File: config.mk
export PLATFORM = sky130hd
export DESIGN_NAME = ysyx_22050612_ifu
export DESIGN_NICKNAME = d
export VERILOG_FILES = /design/src/rtl/ysyx_22050612_ifu.sv
export SDC_FILE = /design/constraint.sdc
export NUM_CORES = 1
export LEC_CHECK = 0
export CORE_MARGIN = 1.5
export CORE_UTILIZATION = 38
export CTS_BUF_LIST = sky130_fd_sc_hd__clkbuf_16
export CTS_CLUSTER_SIZE = 30
export DETAILED_ROUTE_END_ITERATION = 8
export PLACE_DENSITY_LB_ADDON = 0.25
export SYNTH_ARGS = -nofsm -noshare
export SYNTH_HDL_FRONTEND = slang
export SYNTH_SLANG_ARGS = --single-unit
export TNS_END_PERCENT = 20
File: constraint.sdc
create_clock -name clk -period 2.2 [get_ports clk]
set_input_delay 0.55 -clock clk [delete_from_list [all_inputs] [get_ports clk]]
set_output_delay 0.55 -clock clk [all_outputs]
set_load 0.1 [all_outputs]
File: src/rtl/ysyx_22050612_ifu.sv
// Instruction fetch unit: fetches one 32-bit instruction at a time from a
// 64-bit-wide instruction memory and presents it to decode with a
// valid/ready handshake. Only one memory request is in flight at a time, and
// the fetch pc can be redirected by the execute stage.
// Optional macro YSYX_22050612_IFU_PERF_EN adds fetch/stall performance counters.
module ysyx_22050612_ifu #(
  parameter logic [63:0] RESET_PC = 64'h0000_0000_8000_0000
) (
  input  logic        clk,
  input  logic        rst_n,
  output logic        imem_req_valid,
  input  logic        imem_req_ready,
  output logic [63:0] imem_req_addr,
  input  logic        imem_rsp_valid,
  input  logic [63:0] imem_rsp_data,
  output logic        inst_valid,
  input  logic        inst_ready,
  output logic [31:0] inst,
  output logic [63:0] inst_pc,
  input  logic        redirect_valid,
  input  logic [63:0] redirect_pc
`ifdef YSYX_22050612_IFU_PERF_EN
  ,
  output logic [63:0] perf_fetch_cnt,
  output logic [63:0] perf_stall_cnt
`endif
);

  typedef enum logic [1:0] {
    S_REQ  = 2'd0,
    S_WAIT = 2'd1,
    S_OUT  = 2'd2
  } state_e;

  state_e      state_q, state_d;
  logic [63:0] pc_q, pc_d;
  logic        drop_q, drop_d;
  logic [31:0] inst_q, inst_d;

  logic [63:0] redirect_target;
  logic        req_fire;
  logic        inst_fire;

  // Redirect targets are word aligned; the low two bits are discarded.
  assign redirect_target = redirect_pc & ~64'h3;

  // Request is masked while reset is held so nothing leaks onto the bus.
  assign imem_req_valid = rst_n && (state_q == S_REQ);
  assign imem_req_addr  = {pc_q[63:3], 3'b000};
  assign inst_valid     = (state_q == S_OUT);
  assign inst           = inst_q;
  assign inst_pc        = pc_q;

  assign req_fire  = imem_req_valid && imem_req_ready;
  assign inst_fire = inst_valid && inst_ready;

  // Next-state logic for the fetch sequencer, pc, drop flag and captured word.
  always_comb begin
    state_d = state_q;
    pc_d    = pc_q;
    drop_d  = drop_q;
    inst_d  = inst_q;
    case (state_q)
      S_REQ: begin
        if (redirect_valid) begin
          pc_d = redirect_target;
        end
        if (req_fire) begin
          state_d = S_WAIT;
          // The request in flight is for the old pc; its data must be thrown away.
          if (redirect_valid) begin
            drop_d = 1'b1;
          end
        end
      end
      S_WAIT: begin
        if (redirect_valid) begin
          pc_d = redirect_target;
        end
        if (imem_rsp_valid) begin
          if (drop_q || redirect_valid) begin
            state_d = S_REQ;
            drop_d  = 1'b0;
          end else begin
            inst_d  = pc_q[2] ? imem_rsp_data[63:32] : imem_rsp_data[31:0];
            state_d = S_OUT;
          end
        end else if (redirect_valid) begin
          drop_d = 1'b1;
        end
      end
      S_OUT: begin
        // A redirect squashes the held instruction even if decode takes it.
        if (redirect_valid) begin
          pc_d    = redirect_target;
          state_d = S_REQ;
        end else if (inst_fire) begin
          pc_d    = pc_q + 64'd4;
          state_d = S_REQ;
        end
      end
      default: begin
        state_d = S_REQ;
      end
    endcase
  end

`ifdef YSYX_22050612_IFU_PERF_EN
  logic [63:0] perf_fetch_q, perf_fetch_d;
  logic [63:0] perf_stall_q, perf_stall_d;

  // Counters advance on every decode handshake and on every back-pressured cycle.
  always_comb begin
    perf_fetch_d = perf_fetch_q;
    perf_stall_d = perf_stall_q;
    if (inst_fire) begin
      perf_fetch_d = perf_fetch_q + 64'd1;
    end
    if (inst_valid && !inst_ready) begin
      perf_stall_d = perf_stall_q + 64'd1;
    end
  end

  assign perf_fetch_cnt = perf_fetch_q;
  assign perf_stall_cnt = perf_stall_q;

  // Performance counter registers.
  always_ff @(posedge clk or negedge rst_n) begin
    if (!rst_n) begin
      perf_fetch_q <= 64'd0;
      perf_stall_q <= 64'd0;
    end else begin
      perf_fetch_q <= perf_fetch_d;
      perf_stall_q <= perf_stall_d;
    end
  end
`endif

  // Fetch sequencer state registers.
  always_ff @(posedge clk or negedge rst_n) begin
    if (!rst_n) begin
      state_q <= S_REQ;
      pc_q    <= RESET_PC;
      drop_q  <= 1'b0;
      inst_q  <= 32'h0;
    end else begin
      state_q <= state_d;
      pc_q    <= pc_d;
      drop_q  <= drop_d;
      inst_q  <= inst_d;
    end
  end

endmodule

# Word level (Yosys, flattened, before mapping)
# Cells that the tools add are included.
# classes
addsub,1
n_eq_ne,7
muxes,16
bitwise_logic,1
reduce_logical,12
# op_table
operator,count
64-bit 2-to-1 mux,3
64-bit one-hot mux with 2 select lines,1
"64-bit by 3-bit adder with 64-bit output, second input constant",1
32-bit 2-to-1 mux,1
3-bit AND reduction,4
2-bit 2-to-1 mux,5
2-bit one-hot mux with 3 select lines,1
1-bit 2-to-1 mux,4
"2-bit inequality test, second input constant",2
2-bit nonzero test,2
1-bit logical AND,3
"3-bit by 1-bit inequality test with 1-bit output, second input constant",1
"3-bit inequality test, second input constant",1
"2-bit by 1-bit equality test with 1-bit output, second input constant",1
"2-bit equality test, second input constant",1
2-bit logical NOT,1
"2-bit by 1-bit inequality test with 1-bit output, second input constant",1
1-bit one-hot mux with 2 select lines,1
2-bit OR reduction,1
1-bit logical OR,1
1-bit inverter,1
# word_totals
register_bits,99
input_bits,134
output_inout_bits,162
elab_cells,41

# Longest topological paths before layout
# Gate-level depths: netlist of run 1.
# logic_depth
ltp_word,5
ltp_mapped,8
depth_no_buf,6

# Worst setup path after synthesis of run 1
# No wires, ideal clock.
# synth_path
kind,reg2out
from,register state_q[0]
to,output imem_req_valid
arrival_ns,2.773
required_time_ns,1.650
setup_slack_ns,-1.123
stages_incl_launch_ff,3
n_path_buf,1
cell_sequence,dfrtp_1 -> clkbuf_1 -> nor3b_1
# synth_via
elab_chain_len,2
# synth_rtl
element,line_no,rtl
from (decl),35,"state_e state_q, state_d;"
from (signal assigned),147,state_q <= state_d;
2-bit logical NOT,48,assign imem_req_valid = rst_n && (state_q == S_REQ);
1-bit logical AND,48,
to (decl),11,"output logic imem_req_valid,"
# Every way passes these cells.

# Worst setup path in the final report of run 1
# layout_path
from,"register pc_q[21], in the netlist inst_pc[21]"
to,"register pc_q[62], in the netlist inst_pc[62]"
# layout_via
elab_chain_len,4
# layout_rtl
element,line_no,rtl
from (decl),36,"logic [63:0] pc_q, pc_d;"
from (signal assigned),148,pc_q <= pc_d;
64-bit by 3-bit adder with 64-bit output,98,pc_d = pc_q + 64'd4;
64-bit 2-to-1 mux,97,end else if (inst_fire) begin
64-bit 2-to-1 mux,94,if (redirect_valid) begin
64-bit one-hot mux with 2 select lines,63,case (state_q)
# Every way passes these cells. The select of a mux whose other input is x is not followed.
# A chain may end at the register's enable or synchronous reset.

==> key figures, run 1 <==
Run status
  – Outcome: complete, no violations

Cells and area
  – Share of cells above drive strength 1: 32.9%
  – Area growth, synth to finish: 59.4%
  – Register area: 2520 sq um
  – Filler cell count in the final layout: 1,439
  – Fin nets: 1,160
  – Antenna cell count: 0
  – Multi-input logic area: 3380 sq um
  – Final core utilization: 61.7%

Synthesis
  – Synth Area in Compound Gates: 18.9%
  – Register area share after synthesis: 38.1%
  – Syn Std Cell Area: 6370 sq um
  – Avg Inst Size Synth: 8.42 sq um
  – Post-synthesis register bit count: 97
  – Synth Instances: 757
  – Warnings from Yosys: 0
  – Share of async-settable or async-resettable flops after synthesis: 100%
  – XOR/XNOR Fraction of Synth Area: 0%
  – Synth Area in Simple Gates: 24.9%
  – Synth cell types: 62
  – Combinational family with the most area after synthesis: simple AND/OR/NAND/NOR gates
  – Post-synthesis mux area share: 6.34%
  – Post-synth top flop: dfrtp_1
  – Post-Synth Adder-Cell Area: 0.196%
  – Post-synth EDFFs: 0

CTS
  – CTS tree: done
  – Sink Count: 97
  – Clock Path Buffers: 2
  – Root buf cell: clkbuf_16
  – Latest clock arrival within the worst-skew pair: 0.35 ns
  – H-tree depth: 3
  – Setup repair bufs after CTS: 0
  – Clock slew at reported path FFs: 0.08 ns
  – CTS buffer count: 9

GRT
  – Vias in the first global route: 6,431
  – Initial antenna violation count: 0
  – Largest net degree at the start of global routing: 86
  – Total GRT Usage: 24.8%
  – Grt ovf: 0
  – Wire length of the first global-routing pass: 34,500 um

Timing
  – Worst Tran Pin Value: 0.605 ns
  – Setup-failing EPs final: 0
  – Pins Over Slew Limit: 0
  – RSZ-0062 raised after global routing: true
  – Final Hold Fails: 0
  – Worst rel slew slack: 59.7%
  – Crit share post-route: 98.5%
  – Setup TNS: 0 ns
  – Final Critical Period: 2.17 ns
  – Final Skew: 0.00774 ns
  – Fmax: 0.461 GHz

Floorplanning
  – Standard-cell rows: 47
  – Die area: 17,600 sq um
  – Die Y-Extent: 132 um
  – Initial Utilization: 38.7%
  – Core area: 16,500 sq um
  – Die width: 132 um
  – Ports: 296

Drt
  – Vias/cell: 5.44
  – Wire per inst: 17.6 um
  – Routed WL: 21,900 um
  – DR iter-0 viols: 559
  – Vias: 6,795
  – Routed Antenna Nets: 0
  – Drt pass-1 iters: 5
  – Drc violations: 0

Placed design
  – IO buf count: 288
  – Hpwl dp: 16,800 um
  – GPL Wtd Cong: 0.887

Power
  – Pleak: 4.33 nW
  – Final Power: 0.0112 W
  – Max IR drop VDD: 0.800 mV
  – PD cells: 1100 nW/um^2

Setup path
  – CP most frequent cell: or4_4
  – Kind of critical path: register to register
  – CP max FO: 8
  – CP startpoint kind: register
  – CP max stage cell: or4_4
  – Worst Setup End Kind: register
  – CP arrival: 2.46 ns
  – Critical Path RT: 2.49 ns
  – Cells along the critical path: nand4_4 -> or4_4 -> or4_4 -> o21ai_1 -> o211a_1
  – Crit-path max cell delay: 0.64 ns

Run
  – Max-cap violations: 0

Worst hold path
  – Hold crit path type: input pin to asynchronous set/reset pin
==> placed cells by master, fill, tap and decap left out, drive strengths merged, types with 7 or more instances in the layout <==
cell type and count:
a21oi 46, dfrtp 96, a211oi 8, or3 11, nor4 14, a2bb2oi 9, nor3 26, clkbuf 9
and2 7, nor2 43, mux2i 37, buf 238, nand3 47, inv 14, clkdlybuf4s50 130, nand2 84
o22ai 14, and3 19, nand4 31, o21ai 62
==> report_power, final <==
part | total (W) | switching [W] | internal, W
Sequential | 0.00265 | 0.000401 | 0.00225
Combinational | 0.00686 | 0.00526 | 0.00160
Clock | 0.00166 | 0.000762 | 0.000893
Total | 0.0112 | 0.00642 | 0.00475
==> routing by layer <==
layer  share of wire [%]  track usage (%)
met3                 7.6             6.21
met2                  49             42.0
met4                 2.1             7.33
met1                  41             31.3
met5                   0                0
==> area by class of cell <==
type                    count  share of cell area (%)
flip-flops and latches     97                    24.8
inverters                  12                   0.443
well taps                 220                    2.71
multi-input cells         537                    33.3
repair buffers            368                    35.8
clock buffers               9                    2.22
clock inverters             7                   0.764
==> cell usage after synthesis, drive strengths merged, types with 5 or more instances <==
cell type	instances	area share [%]
dfrtp	96	38
nand2	84	4.9
buf	72	8.2
o21ai	62	4.9
nand3	47	3.7
a21oi	46	3.6
clkbuf	43	2.5
nor2	43	2.5
mux2i	37	5.8
nand4	31	3.5
nor3	26	2.0
and3	19	1.9
nor4	14	1.9
o22ai	14	1.4
inv	12	0.71
or3	11	1.1
a2bb2oi	9	1.2
a211oi	8	0.94
and2	7	0.69
nor3b	5	0.67
o211ai	5	0.59
o221a	5	0.88
==> worst paths after layout <==
path / slack, ns / to / from / cells past startpoint
max: 0.03 / inst_pc[62] / inst_pc[21] / 5
min: 0.20 / inst[1] / rst_n / 2
max reg2reg: 0.03 / inst_pc[62] / inst_pc[21] / 5
min reg2reg: 0.48 / inst[22] / inst[22] / 2
max in group asynchronous: 1.22 / inst_pc[2] / rst_n / 3
min in group clk: 0.48 / inst[22] / inst[22] / 2
==> cells by family (layout without fill, tap and decap cells) <==
kind of cell / Yosys count / count (layout)
flip-flops: 97 / 97
other: 1 / 5
adder cells (fa/ha/maj): 1 / 1
AO/OA/AOI/OAI: 189 / 189
multiplexers: 40 / 40
buffers and inverters: 127 / 396
AND/OR/NAND/NOR: 302 / 302
==> state kept, by name, indices dropped and copies added (netlist names) <==
signal,cells
inst,32
inst_pc,62
drop_q,1
state_q,2
==> critical path: cells and delay by family (launching register included) <==
| kind | cells | cell delay (ns) |
|---|---|---|
| AND/OR/NAND/NOR | 3 | 1.34 |
| flip-flops | 1 | 0.46 |
| AO/OA/AOI/OAI | 2 | 0.30 |
==> stage by stage <==
step | setup WS (ns) | hold WS [ns] | cell area (sq um) | cells
detailed placement | -0.247 | 0.471 | 9840 | 1234
CTS | 0.0104 | 0.205 | 10100 | 1250
finish | 0.0328 | 0.197 | 10200 | 1250
global route | -0.0164 | 0.203 | 10200 | 1250
global placement | -0.217 | 0.464 | 9840 | 1234
floorplan | -0.324 | 0.254 | 6620 | 761
==> timing repair <==
action,in CTS,in global routing
hold buffers,0,0
endpoints found under the setup margin,0,10
resized for setup,0,2
Note: power is estimated with default switching activity, not from simulation.
==> run 2, diff against run 1 <==
- MAX_ROUTING_LAYER: not set -> met4
==> run 2 against run 1 <==
  * Power is essentially flat
  * Sequential cell count unchanged
  * Global-route usage up 0.77 points
  * Cell count unchanged
  * Clock power hardly changed
  * Via count shrank 0.26%
  * Sequential share of layout area is the same
  * First-iteration DRC count fell by 12%
  * Largest cell class unchanged
==> key figures, run 2 (same netlist as run 1, synthesis figures left out) <==
Setup path
  – CP max FO: 8 (unchanged)
  – CP startpoint kind: register
  – CP arrival: 2.42 ns (-0.04 ns)
  – Crit-path max cell delay: 0.64 ns (about the same)
  – Critical Path RT: 2.45 ns (-0.04 ns)
  – Worst Setup End Kind: register
  – Kind of critical path: register to register
  – Cells along the critical path: nand4_4 -> or4_4 -> buf_4 -> nor3_2 -> a211oi_1 -> a311oi_1
  – CP max stage cell: or4_4

GRT
  – Grt ovf: 0 (unchanged)
  – Total GRT Usage: 25.6% (+0.77 points)
  – Wire length of the first global-routing pass: 34,500 um (about the same)
  – Vias in the first global route: 6,426 (-0.078%)
  – Largest net degree at the start of global routing: 86 (unchanged)
  – Initial antenna violation count: 0 (unchanged)

Timing
  – Fmax: 0.461 GHz (about the same)
  – Setup TNS: 0 ns (unchanged)
  – Crit share post-route: 98.6% (about the same)
  – Final Hold Fails: 0 (unchanged)
  – Worst rel slew slack: 59.8% (+0.16 points)
  – Min setup slack post-route: 0.0311 ns (-0.00175 ns)
  – Worst Tran Pin Value: 0.603 ns (-0.00247 ns)
  – RSZ-0062 raised after global routing: true
  – Setup-failing EPs final: 0 (unchanged)
  – Final Critical Period: 2.17 ns (+0.00175 ns)
  – Pins Over Slew Limit: 0 (unchanged)
  – Final Skew: 0.0104 ns (+0.00264 ns)

Cells and area
  – Number of flip-flops in the largest register: 62 (unchanged)
  – Final core utilization: 61.7% (unchanged)
  – Commonest non-fill, non-tap cells in the layout: buf_4, clkdlybuf4s50_1, nand2_1
  – Antenna cell count: 0 (unchanged)
  – Fin nets: 1,160 (unchanged)
  – Area growth, synth to finish: 59.4% (unchanged)
  – Commonest non-fill, non-tap cell in the layout: buf_4
  – Final Cell Area: 10,200 sq um (unchanged)
  – Share of cells above drive strength 1: 32.9% (unchanged)

Floorplanning
  – Die area: 17,600 sq um (unchanged)
  – Core area: 16,500 sq um (unchanged)
  – Ports: 296 (unchanged)
  – Die Y-Extent: 132 um (unchanged)
  – Die width: 132 um (unchanged)
  – Initial Utilization: 38.7% (unchanged)
  – Standard-cell rows: 47 (unchanged)

Power
  – PD cells: 1100 nW/um^2 (about the same)
  – Final Power: 0.0112 W (about the same)
  – Pleak: 4.33 nW (unchanged)
  – Max IR drop VDD: 0.802 mV (+0.18%)

Drt
  – Routed Antenna Nets: 0 (unchanged)
  – DR iter-0 viols: 494 (-12%)
  – Drc violations: 0 (unchanged)
  – Routed WL: 21,900 um (about the same)
  – Vias: 6,777 (-0.26%)
  – Drt pass-1 iters: 6 (+1)
  – Wire per inst: 17.5 um (about the same)
  – Vias/cell: 5.42 (-0.26%)

Run status
  – Outcome: complete, no violations

CTS
  – CTS buffer count: 9 (unchanged)
  – Clock slew at reported path FFs: 0.08 ns (about the same)
  – Root buf cell: clkbuf_16
  – Sink Count: 97 (unchanged)
  – Setup repair bufs after CTS: 0 (unchanged)
  – Clock Path Buffers: 2 (unchanged)
  – H-tree depth: 3 (unchanged)
  – CTS tree: done
  – Latest clock arrival within the worst-skew pair: 0.36 ns (about the same)

Placed design
  – Dpl ws: -0.247 ns (unchanged)
  – Hpwl dp: 16,800 um (unchanged)
  – IO buf count: 288 (unchanged)
  – GPL Wtd Cong: 0.902 (+1.7%)
  – Dpl cell area: 9840 sq um (unchanged)

Run
  – Max-cap violations: 0 (unchanged)

Worst hold path
  – Hold crit path type: input pin to asynchronous set/reset pin
run 2: cell counts in the layout (fill, tap and decap cells not counted):
No cell type changed its count.
run 2: path summary, 6_finish.rpt:
| kind | slack [ns] | end | cells past startpoint | start |
|---|---|---|---|---|
| setup / recovery | 0.03 | inst_pc[42] | 6 | inst_pc[21] |
| hold / removal | 0.19 | inst[1] | 2 | rst_n |
| setup reg to reg | 0.03 | inst_pc[42] | 6 | inst_pc[21] |
| hold reg to reg | 0.48 | inst[22] | 2 | inst[22] |
| max in group asynchronous | 1.24 | inst_pc[43] | 3 | rst_n |
| min in group clk | 0.48 | inst[22] | 2 | inst[22] |
run 2: area by class of cell:
cell class / count / area, sq um
fillers: 1439 / 6310
clock inverters: 7 / 77.6
flip-flops and latches: 97 / 2520
clock buffers: 9 / 225
well taps: 220 / 275
repair buffers: 368 / 3640
multi-input cells: 537 / 3380
inverters: 12 / 45.0
run 2: through the flow:
| step | hold WS [ns] | instances |
|---|---|---|
| floorplan | 0.254 | 761 |
| global placement | 0.464 | 1234 |
| detailed placement | 0.471 | 1234 |
| CTS | 0.205 | 1250 |
| global route | 0.202 | 1250 |
| finish | 0.187 | 1250 |
run 2: metal layers:
metal  share of wire [%]  track usage [%]  routed length [um]  vias to the layer above
met5                   0                -                   0                        -
met4                 2.2             7.33                 482                        0
met3                 6.8             5.48                1500                       38
met2                  49             42.1               10700                      314
met1                  42             31.8                9220                     3163
li1                    -                -                   -                     3262
run 2: power by group:
| part | switching, W | leakage [nW] | internal [W] |
|---|---|---|---|
| logic | 0.00526 | 3.07 | 0.00160 |
| clock network | 0.000767 | 0.146 | 0.000894 |
| registers | 0.000402 | 1.11 | 0.00225 |
| total | 0.00643 | 4.33 | 0.00475 |
run 2: what timing repair did:
item / in CTS / in global routing
resized for setup: 0 / 2
hold buffers: 0 / 0
setup endpoints to repair: 0 / 10
run 2: worst max-delay path: cells and delay by family, from the launching register on:
kind	cells	cell delay [ns]
and+or+nand+nor	3	1.04
DFF	1	0.46
AOI/OAI and AO/OA	2	0.36
buffers and inverters	1	0.20
==> run 3, diff against run 2 <==
- SLEW_MARGIN: not set -> 10
==> results of run 3 <==
No change in the layout: final DEF, timing and power equal those of run 2.
